--- config.mk ---
export PLATFORM = sky130hd
export DESIGN_NAME = video_timing_flat
export DESIGN_NICKNAME = d
export VERILOG_FILES = /design/src/rtl/video_pkg.sv /design/src/rtl/video_timing_if.sv /design/src/rtl/video_counter.sv /design/src/rtl/video_timing.sv /design/src/flat_wrapper.sv
export SDC_FILE = /design/constraint.sdc
export NUM_CORES = 1
export LEC_CHECK = 0
export BUFFER_PORTS_ARGS = -buffer_cell sky130_fd_sc_hd__buf_4
export CAP_MARGIN = 30
export CORE_MARGIN = 4
export CORE_UTILIZATION = 55
export CTS_BUF_LIST = sky130_fd_sc_hd__clkbuf_8 sky130_fd_sc_hd__clkbuf_16
export DETAILED_ROUTE_END_ITERATION = 16
export GPL_ROUTABILITY_DRIVEN = 0
export PLACE_DENSITY = 0.91
export SETUP_SLACK_MARGIN = 0.1
export SLEW_MARGIN = 10
export SYNTH_ARGS = -nofsm -noshare
export SYNTH_HDL_FRONTEND = slang
export SYNTH_SLANG_ARGS = --single-unit
--- constraint.sdc ---
create_clock -name clk -period 3 [get_ports clk]
set_input_delay 0.6 -clock clk [delete_from_list [all_inputs] [get_ports clk]]
set_output_delay 0.6 -clock clk [all_outputs]
set_load 0.03 [all_outputs]
--- src/rtl/video_pkg.sv ---
// Shared raster timing defaults and small helpers for the video pipeline
// (timing generator, tile stage, top level).
package video_pkg;

    localparam int DEF_CLK_DIV  = 10;

    localparam int DEF_H_ACTIVE = 256;
    localparam int DEF_H_FP     = 16;
    localparam int DEF_H_SYNC   = 32;
    localparam int DEF_H_BP     = 48;
    localparam int DEF_H_TOTAL  = DEF_H_ACTIVE + DEF_H_FP + DEF_H_SYNC + DEF_H_BP;

    localparam int DEF_V_ACTIVE = 240;
    localparam int DEF_V_FP     = 4;
    localparam int DEF_V_SYNC   = 4;
    localparam int DEF_V_BP     = 14;
    localparam int DEF_V_TOTAL  = DEF_V_ACTIVE + DEF_V_FP + DEF_V_SYNC + DEF_V_BP;

    localparam int CNT_W = 9;

    typedef logic [7:0] pix8_t;

    // Half-open window test lo <= pos < hi.
    function automatic logic in_window(input int pos, input int lo, input int hi);
        return (pos >= lo) && (pos < hi);
    endfunction

endpackage

--- src/rtl/video_timing_if.sv ---
// Coordinate/colour handshake between the timing generator and the tile stage.
interface video_timing_if;
    import video_pkg::*;

    pix8_t hh;
    pix8_t vv;
    logic  tile_done;
    pix8_t tile_r;
    pix8_t tile_g;
    pix8_t tile_b;

    modport master (output hh, vv, input tile_done, tile_r, tile_g, tile_b);
    modport slave  (input hh, vv, output tile_done, tile_r, tile_g, tile_b);

endinterface

--- src/rtl/video_counter.sv ---
// Wrap counter 0..MAX advancing on en; carry flags the enabled wrap.
module video_counter
    import video_pkg::*;
#(
    parameter int MAX = DEF_H_TOTAL - 1,
    parameter int W   = CNT_W
)
(
    input  logic         clk,
    input  logic         rst_n,
    input  logic         en,
    output logic [W-1:0] count,
    output logic         at_max,
    output logic         carry
);

    logic [W-1:0] count_q;
    logic [W-1:0] count_d;

    assign at_max = (count_q == W'(MAX));
    assign carry  = en & at_max;
    assign count  = count_q;

    always_comb begin
        count_d = count_q;
        if (en) begin
            count_d = at_max ? '0 : count_q + W'(1);
        end
    end

    always_ff @(posedge clk or negedge rst_n) begin
        if (!rst_n) begin
            count_q <= '0;
        end else begin
            count_q <= count_d;
        end
    end

endmodule

--- src/rtl/video_timing.sv ---
// Raster timing generator: pixel divider, h/v counters, sync decode and the
// registered output pixel stage fed by the tile stage.
module video_timing
    import video_pkg::*;
#(
    parameter int CLK_DIV  = DEF_CLK_DIV,
    parameter int H_ACTIVE = DEF_H_ACTIVE,
    parameter int H_FP     = DEF_H_FP,
    parameter int H_SYNC   = DEF_H_SYNC,
    parameter int H_BP     = DEF_H_BP,
    parameter int V_ACTIVE = DEF_V_ACTIVE,
    parameter int V_FP     = DEF_V_FP,
    parameter int V_SYNC   = DEF_V_SYNC,
    parameter int V_BP     = DEF_V_BP
)
(
    input  logic           clk,
    input  logic           rst_n,
    video_timing_if.master tile,
    output logic           ce_pix,
    output pix8_t          r,
    output pix8_t          g,
    output pix8_t          b,
    output logic           hsync,
    output logic           vsync,
    output logic           hblank,
    output logic           vblank,
    output logic           de,
    output logic           frame_start,
    output logic           underrun
);

    localparam int H_TOTAL = H_ACTIVE + H_FP + H_SYNC + H_BP;
    localparam int V_TOTAL = V_ACTIVE + V_FP + V_SYNC + V_BP;
    localparam int DIV_W   = $clog2(CLK_DIV);

    logic [DIV_W-1:0] div_q, div_d;
    logic [CNT_W-1:0] hcount, vcount;
    logic             h_at_max, h_carry;
    logic             v_at_max_unused, v_carry_unused;

    int               h_pos, v_pos;
    logic             h_blank_raw, v_blank_raw, h_sync_raw, v_sync_raw, pix_active;

    pix8_t            r_q, r_d, g_q, g_d, b_q, b_d;
    logic             hs_q, hs_d, vs_q, vs_d, hb_q, hb_d, vb_q, vb_d, de_q, de_d;
    logic             fs_q, fs_d, und_q, und_d;

    assign ce_pix = (div_q == DIV_W'(CLK_DIV - 1));

    always_comb begin
        div_d = ce_pix ? '0 : div_q + DIV_W'(1);
    end

    video_counter #(.MAX(H_TOTAL - 1), .W(CNT_W)) u_hcnt (
        .clk    (clk),
        .rst_n  (rst_n),
        .en     (ce_pix),
        .count  (hcount),
        .at_max (h_at_max),
        .carry  (h_carry)
    );

    video_counter #(.MAX(V_TOTAL - 1), .W(CNT_W)) u_vcnt (
        .clk    (clk),
        .rst_n  (rst_n),
        .en     (h_carry),
        .count  (vcount),
        .at_max (v_at_max_unused),
        .carry  (v_carry_unused)
    );

    always_comb begin
        h_pos       = int'(hcount);
        v_pos       = int'(vcount);
        h_blank_raw = in_window(h_pos, H_ACTIVE, H_TOTAL);
        v_blank_raw = in_window(v_pos, V_ACTIVE, V_TOTAL);
        h_sync_raw  = in_window(h_pos, H_ACTIVE + H_FP, H_ACTIVE + H_FP + H_SYNC);
        v_sync_raw  = in_window(v_pos, V_ACTIVE + V_FP, V_ACTIVE + V_FP + V_SYNC);
        pix_active  = ~h_blank_raw & ~v_blank_raw;
    end

    // Coordinates follow the counters, so they move only after a ce_pix edge.
    assign tile.hh = h_blank_raw ? 8'd0 : hcount[7:0];
    assign tile.vv = v_blank_raw ? 8'd0 : vcount[7:0];

    always_comb begin
        r_d   = r_q;
        g_d   = g_q;
        b_d   = b_q;
        hs_d  = hs_q;
        vs_d  = vs_q;
        hb_d  = hb_q;
        vb_d  = vb_q;
        de_d  = de_q;
        fs_d  = 1'b0;
        und_d = und_q;
        if (ce_pix) begin
            r_d   = (pix_active && tile.tile_done) ? tile.tile_r : 8'd0;
            g_d   = (pix_active && tile.tile_done) ? tile.tile_g : 8'd0;
            b_d   = (pix_active && tile.tile_done) ? tile.tile_b : 8'd0;
            hs_d  = h_sync_raw;
            vs_d  = v_sync_raw;
            hb_d  = h_blank_raw;
            vb_d  = v_blank_raw;
            de_d  = pix_active;
            fs_d  = (hcount == '0) && (vcount == '0);
            und_d = und_q | (pix_active & ~tile.tile_done);
        end
    end

    always_ff @(posedge clk or negedge rst_n) begin
        if (!rst_n) begin
            div_q <= '0;
            r_q   <= '0;
            g_q   <= '0;
            b_q   <= '0;
            hs_q  <= 1'b0;
            vs_q  <= 1'b0;
            hb_q  <= 1'b0;
            vb_q  <= 1'b0;
            de_q  <= 1'b0;
            fs_q  <= 1'b0;
            und_q <= 1'b0;
        end else begin
            div_q <= div_d;
            r_q   <= r_d;
            g_q   <= g_d;
            b_q   <= b_d;
            hs_q  <= hs_d;
            vs_q  <= vs_d;
            hb_q  <= hb_d;
            vb_q  <= vb_d;
            de_q  <= de_d;
            fs_q  <= fs_d;
            und_q <= und_d;
        end
    end

    assign r           = r_q;
    assign g           = g_q;
    assign b           = b_q;
    assign hsync       = hs_q;
    assign vsync       = vs_q;
    assign hblank      = hb_q;
    assign vblank      = vb_q;
    assign de          = de_q;
    assign frame_start = fs_q;
    assign underrun    = und_q;

endmodule
--- src/flat_wrapper.sv ---
// flat-port wrapper written by rule: the top's interface ports become plain ports
module video_timing_flat import video_pkg::*;
#(
    parameter int CLK_DIV  = DEF_CLK_DIV,
    parameter int H_ACTIVE = DEF_H_ACTIVE,
    parameter int H_FP     = DEF_H_FP,
    parameter int H_SYNC   = DEF_H_SYNC,
    parameter int H_BP     = DEF_H_BP,
    parameter int V_ACTIVE = DEF_V_ACTIVE,
    parameter int V_FP     = DEF_V_FP,
    parameter int V_SYNC   = DEF_V_SYNC,
    parameter int V_BP     = DEF_V_BP
)
  (clk, rst_n, ce_pix, r, g, b, hsync, vsync, hblank, vblank, de, frame_start, underrun, tile_hh, tile_vv, tile_tile_done, tile_tile_r, tile_tile_g, tile_tile_b);
  video_timing_if tile_i ();
  input  logic clk;
  input  logic rst_n;
  output logic ce_pix;
  output pix8_t r;
  output pix8_t g;
  output pix8_t b;
  output logic hsync;
  output logic vsync;
  output logic hblank;
  output logic vblank;
  output logic de;
  output logic frame_start;
  output logic underrun;
  output wire logic [$bits(tile_i.hh)-1:0] tile_hh;
  output wire logic [$bits(tile_i.vv)-1:0] tile_vv;
  input wire logic [$bits(tile_i.tile_done)-1:0] tile_tile_done;
  input wire logic [$bits(tile_i.tile_r)-1:0] tile_tile_r;
  input wire logic [$bits(tile_i.tile_g)-1:0] tile_tile_g;
  input wire logic [$bits(tile_i.tile_b)-1:0] tile_tile_b;
  assign tile_hh = tile_i.hh;
  assign tile_vv = tile_i.vv;
  assign tile_i.tile_done = tile_tile_done;
  assign tile_i.tile_r = tile_tile_r;
  assign tile_i.tile_g = tile_tile_g;
  assign tile_i.tile_b = tile_tile_b;
  video_timing #(.CLK_DIV(CLK_DIV), .H_ACTIVE(H_ACTIVE), .H_FP(H_FP), .H_SYNC(H_SYNC), .H_BP(H_BP), .V_ACTIVE(V_ACTIVE), .V_FP(V_FP), .V_SYNC(V_SYNC), .V_BP(V_BP)) u_core (.clk(clk), .rst_n(rst_n), .tile(tile_i), .ce_pix(ce_pix), .r(r), .g(g), .b(b), .hsync(hsync), .vsync(vsync), .hblank(hblank), .vblank(vblank), .de(de), .frame_start(frame_start), .underrun(underrun));
endmodule
==> flow_results.org, run 1 <==
** Pwr
- Total net switching power :: 0.301 mW
- Internal Power :: 0.945 mW
- Power per cell area :: 397 mW/mm2
- Across the VDD grid, the largest voltage drop is 0.000285 V.
- Net switching is 24.2% of the power.
- Of the total power, combinational logic draws 10.2%.
- The analysis attributes to cell leakage a power of 1.56 nW.
- Fraction of power consumed by the clock network :: 30.4%
- Sequential cells burn 59.4% of the power.

** Timing
- Setup violators final :: 0
- Timing would allow up to 0.379 GHz.
- Time the worst path needs with I/O delays and setup :: 2640 ps
- In this run the tightest slew margin relative to its limit is 56.0%.
- Worst Clk Skew :: 5.60 ps
- Transition time at the pin with the least slew margin :: 661 ps
- Worst slack on hold paths :: 317 ps
- Count of endpoints failing hold in the final timing report :: 0
- The final critical path takes up 87.9% of the cycle.
- Slew Viols, Final :: 0
- After routing, the total negative slack on setup checks comes to 0 ps.
- Setup ws final :: 362 ps
- Setup repair after global routing missed its margin :: no

** Final layout
- 0 antenna diodes ended up in the layout.
- FF+latch area :: 0.00133 mm2
- Leaving out filler cells and counting taps, the final layout contains 356.
- Layout Area Growth over Synthesis :: 25.7%
- Multi-input gate area :: 0.00104 mm2
- Post-route core utilization :: 71.5%
- Share of layout cells above drive strength 1 :: 29.9%
- Filler cell count in the final layout :: 326
- Number of nets in the layout :: 335

** Setup path
- Worst endpoint required time :: 2400 ps
- Peak fanout along the critical path :: 10
- The worst register-to-register path begins at u_core.u_vcnt.count[3].
- STA classifies the critical path startpoint as a flop.
- STA classifies the critical path endpoint as a primary output.
- The worst register-to-register path has a depth of 4.
- Critical path class :: reg -> out
- Endpoint arrival time on the critical path :: 2040 ps
- Launch point of the critical path :: u_core.u_vcnt.count[4]
- Endpoint of the worst-slack reg-to-reg timing path :: u_core.u_vcnt.count[6]
- Setup slack of the most critical reg-to-reg path :: 990 ps

** Clock network
- After clock tree synthesis, the clock-pin slew on the worst setup and hold paths is 90 ps.
- The H-tree was split into 2 levels.
- Clock insertion delay at the later pin of the skew report :: 300 ps
- Clk buf depth :: 2
- CTS placed an instance of clkbuf_8 at the clock tree root.
- TritonCTS clock tree :: built
- The clock net in this run drives a total of 53 sinks.
- The number of clock buffers added by TritonCTS is 5.
- The number of setup buffers added after CTS is 0.

** Synthesis
- Most area-hungry cell type in the Yosys netlist :: dfrtp_1
- Sequential-to-total area share from yosys stat :: 53.1%
- Synthesized area per cell :: 10.5 um2
- Number of synthesized flops with an enable pin :: 0
- The number of nets handed over by synthesis was 269.
- Yosys instantiated no cell more often than dfrtp_1.
- Post-synth design cell area :: 0.00250 mm2
- The cell count after synthesis came out at 237.
- Yosys warning count :: 0
- Sorting the synthesized cells by area gives the leading types as dfrtp_1, a22o_1, nand2_1.
- Register bit count reported by yosys :: 53
- Of the post-synthesis cell area, the dominant cell type holds 53.1%.
- Async SR Flop Fraction :: 100%
- For this run, the leading register cell type out of synthesis is dfrtp_1.
- Commonest cells post-synth :: dfrtp_1, a22o_1, nand2_1
- Counting distinct cell types in the post-synthesis netlist gives 41.

** Routing
- The routed design uses 495 um of met3 wire.
- WL met1 :: 2.47 mm
- In the detailed route, the total length drawn on met2 is 3.09 mm.
- Using the TritonRoute via totals, the vias-per-cell ratio works out to 5.77.
- The count of nets left with antenna violations once routing finished came out at 0.
- Mean routed wirelength per cell :: 17.2 um
- Total wire length :: 6.12 mm
- Number of vias in the routed layout :: 2,055
- Detailed Route Iter0 Violations :: 127
- In the routed design, unresolved DRC markers number 0.
- Routed signal wires occupy layers up through met4.
- The pre-antenna-repair detailed-routing pass consisted of 4 iterations.

** Floorplanning
- In this run the core area contains 24 standard-cell rows.
- From left edge to right edge, the die measures 75.4 um.
- The die is 75.4 um tall.
- Total die area :: 0.00568 mm2
- The core region is 0.00438 mm2.
- The initial utilization of the core area, before any placement, comes to 56.9%.
- Top-Level Pins :: 75

** Global routing
- The initial antenna violation count was 0.
- Global-route wire length before repair :: 9.36 mm
- Vias in the first global route :: 2,060
- Overall Global Routing Usage :: 21.6%
- Global route total overflow :: 0
- Entering global routing, the biggest net connects 54 pins.

** Place
- Including well taps, the total number of placed cells is 348.
- Once detailed placement completed, the half-perimeter wirelength came to 4.40 mm.
- Input and output buffers added on the ports amount to 74.
- Pre-CTS setup slack :: 566 ps

** Outcome
- The run finished with clean final reports.

** Flow run
- Number of max-cap violations :: 0

** Hold path
- Type of the tightest min-delay check :: in -> async
==> metrics by stage <==
step / cell area (um2) / power [mW]
detailed placement: 3050 / 0.883
floorplan: 2500 / 0.808
global placement: 3050 / 0.879
CTS: 3130 / 1.26
finish: 3140 / 1.25
global route: 3140 / 1.29
==> cells in the final DEF (no fill, tap or decap), drive strengths merged, types with 5 or more instances in the layout <==
cell,count
nand4,8
dfrtp,53
xnor2,6
ha,5
nor2,16
o21ai,9
nand3,7
clkbuf,5
nand2,20
a21oi,6
inv,15
buf,76
and3,5
a22o,27
and2,8
==> repair_timing <==
item,in CTS,in global routing
gates resized for setup,0,1
setup endpoints to repair,0,1
hold buffers,0,0
==> worst max-delay path by stage <==
stage / end
floorplan: tile_vv[0]
global placement: tile_vv[2]
detailed placement: tile_vv[2]
CTS: tile_vv[2]
global route: tile_vv[2]
finish: tile_vv[2]
==> metal layers <==
metal | GRT usage (%) | up-vias
met5 | 0 | -
li1 | - | 975
met1 | 26.3 | 999
met4 | 7.57 | 0
met2 | 37.5 | 77
met3 | 5.01 | 4
==> final cells by class <==
type | count | share of cell area [%]
clock inverter | 3 | 0.439
multi-input combinational | 152 | 33.0
sequential | 53 | 42.3
tap | 52 | 2.07
inverter | 15 | 1.79
timing repair buffer | 76 | 18.2
clock buffer | 5 | 2.19
==> sequential cells by signal (all words and copies together) (netlist names) <==
signal / count
u_core.u_hcnt.count: 9
u_core.u_vcnt.count: 9
u_core.b: 8
u_core.g: 8
u_core.r: 8
u_core.div_q: 4
u_core.de: 1
u_core.frame_start: 1
u_core.hblank: 1
u_core.hsync: 1
u_core.underrun: 1
u_core.vblank: 1
u_core.vsync: 1
==> power by group through the flow <==
stage          registers (mW)  logic (mW)  clock network (mW)
4_1_cts                 0.740       0.130               0.391
3_3_place_gp            0.753       0.126                   0
3_5_place_dp            0.754       0.129                   0
2_1_floorplan           0.788      0.0200                   0
6_report                0.740       0.127               0.379
5_1_grt                 0.742       0.137               0.415
==> critical path, stage by stage, from the launching register on <==
cell,delay [ps]
dfrtp_1,480
and3_1,250
and3_1,290
a31oi_2,340
and2_1,210
buf_4,170
==> kinds of logic after synthesis <==
logic type | after synthesis | synth area share (%)
multiplexers | 2 | 0.802
AND/OR/NAND/NOR | 83 | 18.8
adder cells (fa/ha/maj) | 5 | 2.51
AO/OA/AOI/OAI | 54 | 16.3
XOR/XNOR | 8 | 2.81
flip-flops | 53 | 53.1
buffers and inverters | 32 | 5.61
No activity file was read; power rests on OpenSTA's default activity.
==> run 2: changes to the inputs <==
--- a/config.mk
+++ b/config.mk
@@ -9,7 +9,7 @@
 export CAP_MARGIN = 30
 export CORE_MARGIN = 4
 export CORE_UTILIZATION = 55
-export CTS_BUF_LIST = sky130_fd_sc_hd__clkbuf_8 sky130_fd_sc_hd__clkbuf_16
+export CTS_BUF_LIST = sky130_fd_sc_hd__clkbuf_4
 export DETAILED_ROUTE_END_ITERATION = 16
 export GPL_ROUTABILITY_DRIVEN = 0
 export PLACE_DENSITY = 0.91
==> constraint.sdc (replaced) <==
create_clock -name clk -period 3 [get_ports clk]
set_input_delay 0.45 -clock clk [delete_from_list [all_inputs] [get_ports clk]]
set_output_delay 0.45 -clock clk [all_outputs]
set_load 0.03 [all_outputs]
==> run 2 against run 1 <==
  * Clock power decreased by 15%
  * Total power fell by 4.4%
  * Core utilization is 0.66 points lower
  * Die area stayed put
  * Register-to-register slack barely moved
  * Setup slack got worse by 31 ps
  * Critical endpoint unchanged
  * Largest cell class unchanged
==> flow_results.org, run 2 (synthesis gave the netlist of run 1 again) <==
** Setup path
- Path length in cells of the critical path :: 5 (unchanged)
- The kind of cell with the highest combined delay along the critical path is simple AND/OR/NAND/NOR gates.
- Most frequent cell on the critical path :: and3_1
- The register-to-register path setup slack came to 990 ps (about the same).
- CP endpoint kind :: primary output
- The depth of the worst register-to-register path is 4 (unchanged).
- In this run the worst setup path begins at u_core.u_vcnt.count[4].
- Peak fanout along the critical path :: 10 (unchanged)
- The number of buffers and inverters on the critical path came to 1 (unchanged).
- The critical path data arrival time was 2220 ps (+180 ps).
- Longest individual stage delay on the worst path :: 510 ps (+30 ps)
- Walking the worst path, the cells encountered are and3_1 > and3_1 > a31oi_1 > and2_1 > buf_4.
- End of the critical path :: tile_vv[2]
- The startpoint identified for the worst register-to-register timing path is u_core.u_vcnt.count[3].
- The endpoint identified for the worst register-to-register timing path is u_core.u_vcnt.count[0].
- Worst endpoint required time :: 2550 ps (+150 ps)
- By startpoint and endpoint, the worst setup path is classified as reg -> out.
- The worst setup path is launched from a flop.
- Highest-delay cell along the critical path :: dfrtp_1

** Pwr
- The peak supply drop is 0.000198 V (-31%).
- The power density of the placed cells was 383 mW/mm2 (-3.5%).
- The static leakage was 1.54 nW (-1.4%).

** Floorplanning
- Effective utilization at floorplan :: 56.9% (unchanged)
- The core footprint was 0.00438 mm2 (unchanged).
- The number of placement rows is 24 (unchanged).
- The horizontal die dimension is 75.4 um (unchanged).
- The total die area came to 0.00568 mm2 (unchanged).
- Top-Level Pins :: 75 (unchanged)
- The overall die height is 75.4 um (unchanged).

** Routing
- Number of vias in the routed layout :: 2,031 (-1.2%)
- The DRC violations left was 0 (unchanged).
- Routed vias/inst :: 5.71 (-1.2%)
- Detailed Route Iter0 Violations :: 103 (-19%)
- Mean routed wirelength per cell :: 16.6 um (-3.1%)
- Count of TritonRoute iterations in the first routing pass :: 4 (unchanged)
- ANT nets after route :: 0 (unchanged)
- The aggregate routed wire length was 5.93 mm (-3.1%).

** Clock network
- Post-cts resize count :: 0 (unchanged)
- The CTS H-tree depth was 2 (unchanged).
- Clock buffers created by TritonCTS :: 5 (unchanged)
- Clk buf depth :: 2 (unchanged)
- The source-to-sink clock delay at the later pin of the worst-skew pair is 370 ps (+70 ps).
- TritonCTS clock tree :: built
- Hold_buf cts :: 0 (unchanged)
- The root buffer cell chosen for the clock tree is clkbuf_4.
- CTS clk-pin slew, worst paths :: 150 ps (+60 ps)
- Number of clock sinks :: 53 (unchanged)
- Buffers inserted during post-CTS setup optimization :: 0 (unchanged)

** Flow run
- Number of max-cap violations :: 0 (unchanged)

** Final layout
- The filler cell count in the final layout came to 313 (-4.0%).
- The number of diodes added for antenna fixing was 0 (unchanged).
- The library cell used most frequently in the layout, excluding fill and tap cells, is buf_4.
- The top cell types in the final layout, fill and taps aside, are buf_4, dfrtp_1, a22o_1.
- Number of nets in the layout :: 335 (unchanged)
- From synthesis to final layout, the design area changed by 24.5%.
- The ratio of cells with drive above 1 in the final layout came to 29.9% (unchanged).
- The core utilization of the finished layout was 70.9% (-0.66 points).

** Timing
- Time the worst path needs with I/O delays and setup :: 2670 ps (+30.9 ps)
- The post-layout worst setup margin came to 331 ps (-30.9 ps).
- Worst slack on hold paths :: 88.0 ps (-229 ps)
- Transition time at the pin with the least slew margin :: 640 ps (-20.3 ps)
- The clock skew after layout came to 10.6 ps (+5.02 ps).
- Slew Viols, Final :: 0 (unchanged)
- Peak clock frequency supported by timing :: 0.375 GHz (-1.2%)
- The relative slew slack came to 57.3% (+1.4 points).
- Count of endpoints failing hold in the final timing report :: 0 (unchanged)
- Setup TNS :: 0 ps (unchanged)
- The number of failing setup endpoints in the final timing report came to 0 (unchanged).
- Setup repair after global routing left no endpoint under its margin.
- The share of the clock period used by the worst path came to 89.0% (+1.0 points).

** Global routing
- Maximum number of pins on one net before global-route repair :: 54 (unchanged)
- The initial antenna violation count is 0 (unchanged).
- The sum of overflow across all layers after global routing was 0 (unchanged).
- The wire length of the first global-routing pass was 9.07 mm (-3.1%).
- The global-route usage over all layers was 21.3% (-0.31 points).
- Vias in the first global route :: 1,922 (-6.7%)

** Place
- The number of buffers added on ports was 74 (unchanged).
- Estimated wirelength of the detail-placed design :: 4.27 mm (-3.0%)
- The setup slack after placement was 750 ps (+184 ps).

** Outcome
- Run status :: finished clean

** Hold path
- Type of the tightest min-delay check :: in -> async
-- run 2: cell count changes in the layout (fill, tap and decap cells not counted) --
cell	previous run	this run
a31oi_1	1	2
a31oi_2	1	0
clkbuf_4	0	6
clkbuf_8	5	0
clkinv_2	2	0
clkinvlp_4	0	2
inv_1	15	14
-- run 2: power by group --
group	internal [mW]	switching [mW]	total (mW)
clock	0.101	0.223	0.324
sequential	0.731	0.00937	0.741
combinational	0.0557	0.0714	0.127
total	0.888	0.304	1.19
-- run 2: worst min path at each step --
stage / to / start / cells after the start
after floorplan: u_core.b[0] / rst_n / 0
after global placement: u_core.hsync / u_core.hsync / 2
after detailed placement: u_core.underrun / u_core.underrun / 1
after CTS: u_core.b[0] / rst_n / 1
after global routing: u_core.b[7] / rst_n / 1
final: u_core.b[7] / rst_n / 1
-- run 2: cell type report --
type	count	area, um2	share of cell area (%)
Clock inverter	2	15.0	0.483
Multi-Input combinational cell	152	1030	33.1
Tap cell	52	65.1	2.09
Timing Repair Buffer	76	571	18.4
Inverter	15	56.3	1.81
Clock buffer	6	45.0	1.45
Sequential cell	53	1330	42.7
-- run 2: layer usage --
metal / vias to the layer above / share of wire [%] / GRT usage, %
met5: - / 0 / 0
li1: 973 / - / -
met2: 78 / 49 / 35.5
met1: 976 / 41 / 26.8
met3: 4 / 8.3 / 5.67
met4: 0 / 1.2 / 7.38
-- run 2: worst register-to-register path, stage by stage (launching register included) --
cell and delay [ps]:
dfrtp_1 510, or4_4 570, or4_4 560, nand2_1 170, o21ai_0 90
-- run 2: through the flow --
stage               cell area, um2  power, mW  cells
floorplan                     2500      0.808    237
global placement              3050      0.879    348
detailed placement            3050      0.882    348
CTS                           3110       1.20    356
global route                  3110       1.24    356
finish                        3110       1.19    356
==> run 3: changes to the inputs <==
--- a/config.mk
+++ b/config.mk
@@ -12,6 +12,7 @@
 export CTS_BUF_LIST = sky130_fd_sc_hd__clkbuf_4
 export DETAILED_ROUTE_END_ITERATION = 16
 export GPL_ROUTABILITY_DRIVEN = 0
+export GPL_TIMING_DRIVEN = 0
 export PLACE_DENSITY = 0.91
 export SETUP_SLACK_MARGIN = 0.1
 export SLEW_MARGIN = 10
==> run 3 against run 2 <==
  * Sequential power about the same
  * Register-to-register slack got worse by 150 ps
  * First-iteration DRC count increased by 81%
  * Sequential share of layout area decreased by 1.3 points
  * Wire length increased by 3.2%
  * Core utilization increased by 2.1 points
  * Combinational power about the same
  * Non-clock buffer count increased by 15
  * Critical endpoint unchanged
  * Setup slack got worse by 97 ps
  * Cell area increased by 3.0%
  * Critical path depth increased by 2
  * Maximum frequency decreased by 3.5%
==> flow_results.org, run 3 (synthesis gave the netlist of run 1 again) <==
** Place
- Estimated wirelength of the detail-placed design :: 4.39 mm (+2.8%)
- The setup slack after placement is 549 ps (-201 ps).
- Count of buffers from port buffering :: 74 (unchanged)

** Timing
- The clock skew after layout came to 5.38 ps (-5.24 ps).
- Time the worst path needs with I/O delays and setup :: 2770 ps (+97.3 ps)
- The number of pins with negative max-slew slack in the final report was 0 (unchanged).
- Slew headroom :: 56.8% (-0.50 points)
- Setup ws final :: 234 ps (-97.3 ps)
- Setup TNS :: 0 ps (unchanged)
- The transition time at the pin with the least slew margin came to 642 ps (+1.51 ps).
- Setup violators final :: 0 (unchanged)
- Setup repair after global routing left no endpoint under its margin.
- The maximum clock rate came to 0.362 GHz (-3.5%).
- The number of endpoints with negative hold slack in the final report came to 0 (unchanged).
- Final period util :: 92.2% (+3.2 points)

** Global routing
- Number of antenna violations at the first check in global routing :: 0 (unchanged)
- Met2 track utilization from global routing :: 36.1% (+0.67 points)
- Vias in the first global route :: 1,980 (+3.0%)
- Overall Global Routing Usage :: 22.4% (+1.1 points)
- Global-route wire length before repair :: 9.66 mm (+6.6%)
- Maximum number of pins on one net before global-route repair :: 54 (unchanged)
- Global route total overflow :: 0 (unchanged)
- The met1 track demand over resource was 29.3% (+2.4 points).
- In this run the most used layer during global routing was met2.
- GR met3 Demand/Resource :: 5.41% (-0.26 points)

** Floorplanning
- The total die area is 0.00568 mm2 (unchanged).
- The starting utilization of the core area came to 56.9% (unchanged).
- The number of placement rows came to 24 (unchanged).
- Core box area :: 0.00438 mm2 (unchanged)
- Floorplan die height :: 75.4 um (unchanged)
- The number of I/O pins is 75 (unchanged).
- DIE WIDTH :: 75.4 um (unchanged)

** Routing
- ANT nets after route :: 0 (unchanged)
- Total wire length :: 6.12 mm (+3.2%)
- Number of vias in the routed layout :: 2,134 (+5.1%)
- The iteration-0 DRC count of the detailed router came to 186 (+81%).
- The DRC violations left was 0 (unchanged).
- Routed vias/inst :: 5.75 (+0.82%)
- Count of TritonRoute iterations in the first routing pass :: 4 (unchanged)
- The average routed wire per standard cell was 16.5 um (-0.95%).

** Final layout
- The core utilization of the finished layout is 73.0% (+2.1 points).
- Compared with the post-synthesis result, the final layout area differs by 28.3%.
- In the layout the commonest cells are buf_4, dfrtp_1, a22o_1.
- FF+latch area :: 0.00133 mm2 (unchanged)
- Number of nets in the layout :: 350 (+4.5%)
- The filler cell count in the final layout came to 313 (unchanged).
- Antenna cells :: 0 (unchanged)
- Leaving out fill and tap cells, the most frequent cell in the layout is buf_4.
- Multi-input gate area :: 0.00104 mm2 (+0.61%)
- The ratio of cells with drive above 1 in the final layout was 29.8% (-0.15 points).

** Clock network
- The number of setup buffers added after CTS came to 0 (unchanged).
- The clock slew seen by the registers of the worst setup and hold paths is 140 ps (about the same).
- Clock root buffer :: clkbuf_4
- The total CTS buffers was 5 (unchanged).
- Clk buf depth :: 2 (unchanged)
- TritonCTS built the clock tree.
- The source-to-sink clock delay at the later pin of the worst-skew pair was 370 ps (about the same).
- The CTS sink count was 53 (unchanged).
- The CTS H-tree depth is 2 (unchanged).

** Flow run
- Number of max-cap violations :: 0 (unchanged)

** Setup path
- Cell-by-cell listing of the critical path :: buf_2 > and3_1 > and3_1 > clkbuf_1 > a31oi_2 > and2_1 > buf_4
- The maximum net fanout on the critical path came to 10 (unchanged).
- STA classifies the critical path startpoint as a flop.
- The delay contributed by the slowest stage of the critical path came to 410 ps (-100 ps).
- The worst setup path is captured at a primary output.
- Endpoint arrival time on the critical path :: 2320 ps (+100 ps)
- The required time of the worst setup path came to 2550 ps (about the same).
- Critical path class :: reg -> out
- Counting stages on the worst path, the most repeated cell is and3_1.
- Highest-delay cell along the critical path :: a31oi_2

** Pwr
- Total power draw :: 1.26 mW (+6.0%)
- The power density of the placed cells came to 394 mW/mm2 (+2.9%).
- Leakage component of the power :: 1.59 nW (+3.3%)
- The peak supply drop was 0.000232 V (+17%).

** Outcome
- The flow ran to the end, and the final reports show no timing, DRC or antenna violations.

** Hold path
- The worst hold path belongs to the class in -> async.
-- run 3: cell types whose count changed in the layout (fill, tap and decap cells not counted), sizes merged --
cell and change:
buf +4, bufinv +1, clkbuf +11, clkinv +1, clkinvlp -2
-- run 3: final timing paths --
kind                                              from                     end  slack, ps  depth (start not counted)
worst max register to register  u_core.u_vcnt.count[4]             u_core.b[5]        840                          7
min in group clk                        tile_tile_b[6]             u_core.b[6]        280                          2
max in group asynchronous                        rst_n  u_core.u_vcnt.count[5]       2480                          1
worst max-delay path            u_core.u_vcnt.count[4]              tile_vv[2]        230                          7
worst min register to register         u_core.underrun         u_core.underrun        510                          1
worst min-delay path                             rst_n             u_core.b[0]         70                          1
-- run 3: critical path, delay by kind of cell, from the launching register on --
family | cells | cell delay (ps)
AO/OA/AOI/OAI | 1 | 410
AND/OR/NAND/NOR | 3 | 610
buffers and inverters | 3 | 540
flip-flops | 1 | 380
-- run 3: metal layers --
layer / share of wire [%] / up-vias
li1: - / 1003
met1: 39 / 1019
met2: 49 / 101
met3: 10 / 11
met4: 1.5 / 0
met5: 0 / -
-- run 3: cell type report --
| type | count | area share (%) |
|---|---|---|
| Clock buffer | 6 | 1.41 |
| Buffer | 17 | 2.62 |
| Timing Repair Buffer | 74 | 17.4 |
| Multi-Input combinational cell | 152 | 32.4 |
| Sequential cell | 53 | 41.4 |
| Tap cell | 52 | 2.03 |
| Clock inverter | 2 | 1.06 |
| Inverter | 15 | 1.76 |
-- run 3: per-stage QoR --
step           cells  hold WS, ps  cell area, um2
4_1_cts          371          104            3200
6_report         371         72.7            3200
2_1_floorplan    237          154            2500
3_5_place_dp     363          471            3120
5_1_grt          371          122            3200
3_3_place_gp     363          462            3120
-- run 3: report_power, final --
group / internal (mW) / leakage, nW / switching [mW]
sequential: 0.731 / 0.691 / 0.00953
clock: 0.183 / 0.0433 / 0.213
combinational: 0.0557 / 0.856 / 0.0712
-- run 3: repair_timing --
action,CTS,global route
resized for setup,0,1
setup endpoints to repair,0,3
hold buffers,0,0
hold endpoints to repair,0,0
